--- config.mk ---
export PLATFORM = sky130hd
export DESIGN_NAME = nanorv32_periph_apb_bridge
export DESIGN_NICKNAME = d
export VERILOG_FILES = /design/src/rtl/nanorv32_periph_apb_bridge.sv
export SDC_FILE = /design/constraint.sdc
export NUM_CORES = 1
export LEC_CHECK = 0
export BUFFER_PORTS_ARGS = -buffer_cell sky130_fd_sc_hd__buf_2
export CORE_MARGIN = 2
export CORE_UTILIZATION = 42
export DETAILED_ROUTE_END_ITERATION = 7
export GPL_TIMING_DRIVEN = 0
export HOLD_SLACK_MARGIN = 0.02
export PLACE_DENSITY = 0.76
export SYNTH_ARGS = -nofsm -noshare
export SYNTH_HDL_FRONTEND = slang
export SYNTH_SLANG_ARGS = --single-unit
--- constraint.sdc ---
create_clock -name clk -period 1.7 [get_ports clk]
set_input_delay 0.17 -clock clk [delete_from_list [all_inputs] [get_ports clk]]
set_output_delay 0.17 -clock clk [all_outputs]
set_load 0.03 [all_outputs]
--- src/rtl/nanorv32_periph_apb_bridge.sv ---
// Arbiter peripheral port to APB4 bridge: one transfer at a time, wait states,
// slave-error passthrough and a forced completion when a slave never answers.
module nanorv32_periph_apb_bridge #(
   parameter int ADDR_WIDTH     = 12,
   parameter int TIMEOUT_CYCLES = 255
) (
   input  logic                  clk,
   input  logic                  rst_n,
   input  logic [ADDR_WIDTH-1:0] periph_addr,
   input  logic [3:0]            periph_bytesel,
   input  logic [31:0]           periph_din,
   input  logic                  periph_en,
   output logic [31:0]           periph_dout,
   output logic                  periph_ready_nxt,
   output logic                  bus_err_r,
   output logic                  psel,
   output logic                  penable,
   output logic                  pwrite,
   output logic [ADDR_WIDTH-1:0] paddr,
   output logic [31:0]           pwdata,
   output logic [3:0]            pstrb,
   input  logic [31:0]           prdata,
   input  logic                  pready,
   input  logic                  pslverr
);

   localparam int CW_RAW    = $clog2(TIMEOUT_CYCLES + 1);
   localparam int CW        = (CW_RAW > 8) ? CW_RAW : 8;
   localparam int TO_LAST_I = (TIMEOUT_CYCLES > 0) ? TIMEOUT_CYCLES - 1 : 0;
   localparam logic [CW-1:0] TO_LAST = CW'(TO_LAST_I);

   typedef enum logic [1:0] {S_IDLE, S_SETUP, S_ACCESS, S_DONE} state_t;

   state_t                r_state;
   logic [CW-1:0]         r_cnt;
   logic                  r_psel;
   logic                  r_penable;
   logic                  r_pwrite;
   logic [ADDR_WIDTH-1:0] r_paddr;
   logic [31:0]           r_pwdata;
   logic [3:0]            r_pstrb;
   logic [31:0]           r_dout;
   logic                  r_bus_err;

   logic                  w_timeout;
   logic                  w_done;

   // A slave that answers in the last allowed cycle still wins over the timeout.
   assign w_timeout = (TIMEOUT_CYCLES != 0) && (r_cnt == TO_LAST);
   assign w_done    = (r_state == S_ACCESS) && (pready || w_timeout);

   assign periph_ready_nxt = w_done;
   assign periph_dout      = r_dout;
   assign bus_err_r        = r_bus_err;
   assign psel             = r_psel;
   assign penable          = r_penable;
   assign pwrite           = r_pwrite;
   assign paddr            = r_paddr;
   assign pwdata           = r_pwdata;
   assign pstrb            = r_pstrb;

   always_ff @(posedge clk or negedge rst_n) begin
      if (!rst_n) begin
         r_state   <= S_IDLE;
         r_cnt     <= '0;
         r_psel    <= 1'b0;
         r_penable <= 1'b0;
         r_pwrite  <= 1'b0;
         r_paddr   <= '0;
         r_pwdata  <= '0;
         r_pstrb   <= '0;
         r_dout    <= '0;
         r_bus_err <= 1'b0;
      end else begin
         r_bus_err <= 1'b0;
         case (r_state)
            S_IDLE: begin
               if (periph_en) begin
                  r_paddr  <= periph_addr;
                  r_pwrite <= |periph_bytesel;
                  r_pstrb  <= periph_bytesel;
                  r_pwdata <= (|periph_bytesel) ? periph_din : 32'h0;
                  r_psel   <= 1'b1;
                  r_state  <= S_SETUP;
               end
            end
            S_SETUP: begin
               r_penable <= 1'b1;
               r_cnt     <= '0;
               r_state   <= S_ACCESS;
            end
            S_ACCESS: begin
               if (pready) begin
                  r_dout    <= r_pwrite ? 32'h0 : prdata;
                  r_bus_err <= pslverr;
                  r_psel    <= 1'b0;
                  r_penable <= 1'b0;
                  r_state   <= S_DONE;
               end else if (w_timeout) begin
                  r_dout    <= 32'h0;
                  r_bus_err <= 1'b1;
                  r_psel    <= 1'b0;
                  r_penable <= 1'b0;
                  r_state   <= S_DONE;
               end else begin
                  r_cnt <= r_cnt + 1'b1;
               end
            end
            // Bubble: the arbiter's ready_r cycle, where a stale request may still be up.
            S_DONE:  r_state <= S_IDLE;
            default: r_state <= S_IDLE;
         endcase
      end
   end

endmodule
==> flow_metrics.py <==
metrics = {
    "logic_synthesis": {
        "yosysMostFrequentCell": "dfrtp_1",
        "ys_warn_count": 0,
        "syn_nets": 344,
        "synthTopCellsByArea": "dfrtp_1 (65%), a22o_1 (16%), mux2_2 (5.3%), ha_1 (2.1%), buf_2 (1.2%)",
        "synth_seq_cells": 94,
        "syn_inst": 253,
        "synth_common_cells": "dfrtp_1 (94), a22o_1 (66), mux2_2 (17), buf_2 (9), inv_1 (8)",
        "syn-cell-area_um2": 3630,
        "syn_avg_cell_area_um2": 14.3,
        "synth_top_area_share_pct": 64.8,
        "ys_async_sr_fraction_pct": 100,
        "synth.distinct_cells": 31,
        "yosysSeqAreaShare_pct": 64.8,
        "synth_edf_count": 0,
        "synthFlopType": "dfrtp_1",
        "synth_top_cell_by_area": "dfrtp_1",
    },
    "floorplanning": {
        "die-area_um2": 9400,
        "initial_utilization_pct": 43.7,
        "core_um2": 8300,
        "pin_count": 170,
        "dieWidth_um": 96.9,
        "die_h_um": 96.9,
        "row_count": 33,
    },
    "sta": {
        "period_minus_slack_ns": 1.75,
        "worst_pin_slew_ns": 0.558,
        "whs_ns": 0.0342,
        "slew_viol_final": 0,
        "fmax_mhz": 572,
        "fin_crit_sh_pct": 103,
        "relSlewSlack_pct": 62.8,
        "rsz0062_at_grt": "yes",
        "finClkSkew_ns": 0.0156,
        "setup_viol": 1,
        "setup_ws_ns": -0.0486,
        "fin_setup_tns_ns": -0.0486,
        "hold_viol_final": 0,
    },
    "finish": {
        "nets": 565,
        "finish.utilization_pct": 63.6,
        "synthToLayoutAreaGrowth_pct": 45.5,
        "fillerInstances": 636,
        "insertedDiodeCount": 0,
        "drive_above_1_share_pct": 48.9,
    },
    "pwr": {
        "leakagePower_nw": 2.75,
        "p_per_area_nw_per_um2": 2010,
        "p_int_w": 0.00589,
        "pwr-share-seq_pct": 35.9,
        "swShare_pct": 44.4,
        "p_comb_share_pct": 49.7,
        "pwr-share-clk_pct": 14.4,
        "power.switching_w": 0.00471,
        "ir_drop_uv": 1120,
    },
    "flow_run": {
        "cap_violations": 0,
    },
    "run_status": {
        "violations": "negative setup slack",
        "status": "finished with violations",
    },
    "worst_setup_path": {
        "worst_path_max_delay_cell": "dfrtp_1",
        "critPathKind": "register to output pin",
        "slowest_delay_ns": 0.39,
        "r2r_setup_slack_ns": 0.06,
        "arrival_ns": 1.58,
        "cp-end-kind": "output pin",
        "critPathRequiredTime_ns": 1.53,
        "crit_fanout": 2,
        "r2r_cells": 5,
        "crit_family": "flip-flops",
        "path_cells": "inv_1 > ha_2 > nand3_4 > o21bai_4 > nand2_4 > buf_6 > inv_2 > buf_6",
        "r2r-end": "pstrb[0]",
        "critPathLaunchType": "register",
        "r2r-start": "r_state[0]",
        "crit_top_cell": "buf_6",
        "path_buf_inv": 4,
    },
    "place": {
        "dp_hpwl_mm": 6.62,
        "port_buffers": 169,
        "place_congestion": 0.759,
    },
    "clocking": {
        "clock-sinks": 94,
        "cts_tree": "done",
        "numCtsBuffers": 9,
        "clock_latency_ns": 0.36,
        "clk_pin_slew_ns": 0.10,
        "cts.path.max_buffers": 2,
        "htreeDepth": 3,
        "root_buffer": "clkbuf_8",
    },
    "global_routing": {
        "grt_pass1_vias": 3263,
        "antenna_found_initial": 0,
        "grt_pass1_wl_mm": 16.0,
        "grt_usage_pct": 20.9,
        "overflow": 0,
        "grt_max_degree": 54,
    },
    "detailed_routing": {
        "drcViolationCount": 0,
        "drtPass1Iterations": 4,
        "vias": 3049,
        "totalWireLength_mm": 9.53,
        "ant_nets": 0,
        "vias_per_cell": 5.22,
        "dr.first_iter.drc_count": 92,
        "routedWlPerCell_um": 16.3,
    },
    "hold_path": {
        "min-delay-start": "prdata[20]",
        "hold_end": "periph_dout[20]",
        "hold-path-cell-count": 2,
        "hold_class": "input pin to register",
    },
}
-- what timing repair did --
item,in CTS,in global routing
endpoints found under the hold margin,70,3
gates resized for setup,12,10
hold buffers,30,3
pin swaps,2,3
buffers inserted,5,3
setup endpoints to repair,42,68
-- cell type report --
| class | count | area (µm²) | share of cell area (%) |
|---|---|---|---|
| buffer | 15 | 109 | 2.06 |
| clock buffer | 10 | 128 | 2.42 |
| clock inverter | 6 | 77.6 | 1.47 |
| inverter | 8 | 30.0 | 0.569 |
| multi-input combinational | 135 | 1180 | 22.3 |
| sequential | 94 | 2350 | 44.5 |
| tap | 105 | 131 | 2.49 |
| timing repair buffer | 211 | 1270 | 24.1 |
-- registers in the layout (all words and copies together) (netlist names), 2 cells and up --
name         cells
paddr           12
periph_dout     32
pstrb            4
r_cnt            8
r_state          2
pwdata          32
-- metrics by stage --
stage | power (W) | instances | worst slack (ns) | instance area (µm²)
after floorplan | 0.00728 | 253 | 0.135 | 3630
after global placement | 0.00874 | 527 | -0.376 | 4610
after detailed placement | 0.00890 | 528 | -0.299 | 4640
after CTS | 0.0106 | 579 | -0.0979 | 5210
after global routing | 0.0112 | 584 | -0.127 | 5280
final | 0.0106 | 584 | -0.0486 | 5280
-- placed cells by master (no fill, tap or decap), drive strengths merged, types with 2 or more instances in the layout --
cell and count:
a21oi 5, dfrtp 94, inv 11, clkbuf 13, o311ai 2, buf 190
mux2 17, o31ai 3, nand3 5, ha 6, a22o 66, o21ai 4
dlygate4sd3 33, o211ai 4, nor2 5, nand2 6
-- worst max-delay path by stage --
| stage | start | to | slack, ns | cells past startpoint |
|---|---|---|---|---|
| after floorplan | r_state[0] | r_cnt[5] | 0.14 | 7 |
| after global placement | rst_n | periph_dout[17] | -0.38 | 1 |
| after detailed placement | r_state[0] | pwdata[8] | -0.30 | 6 |
| after CTS | r_cnt[0] | periph_ready_nxt | -0.1 | 8 |
| after global routing | r_cnt[0] | periph_ready_nxt | -0.13 | 8 |
| final | r_cnt[0] | periph_ready_nxt | -0.05 | 8 |
-- per-layer routing --
layer	share of wire [%]	vias up	GRT usage, %
met5	0	-	0
met4	2.0	0	8.13
met3	7.4	18	4.91
met2	49	147	34.3
met1	42	1490	27.1
li1	-	1394	-
-- power by group through the flow --
stage / clock [W] / combinational (W) / sequential (W)
after floorplan: 0 / 0.00159 / 0.00569
after global placement: 0 / 0.00496 / 0.00377
after detailed placement: 0 / 0.00508 / 0.00382
after CTS: 0.00158 / 0.00522 / 0.00380
after global routing: 0.00169 / 0.00559 / 0.00393
final: 0.00153 / 0.00526 / 0.00380
-- cell families after synthesis --
group           share of synthesized area [%]
flops                                    64.8
simple gates                             3.76
xor+xnor                                0.241
mux                                      5.28
fa+ha+maj                                2.07
compound gates                           20.4
buf+inv                                  3.41
Note: power is estimated with default switching activity, not from simulation.
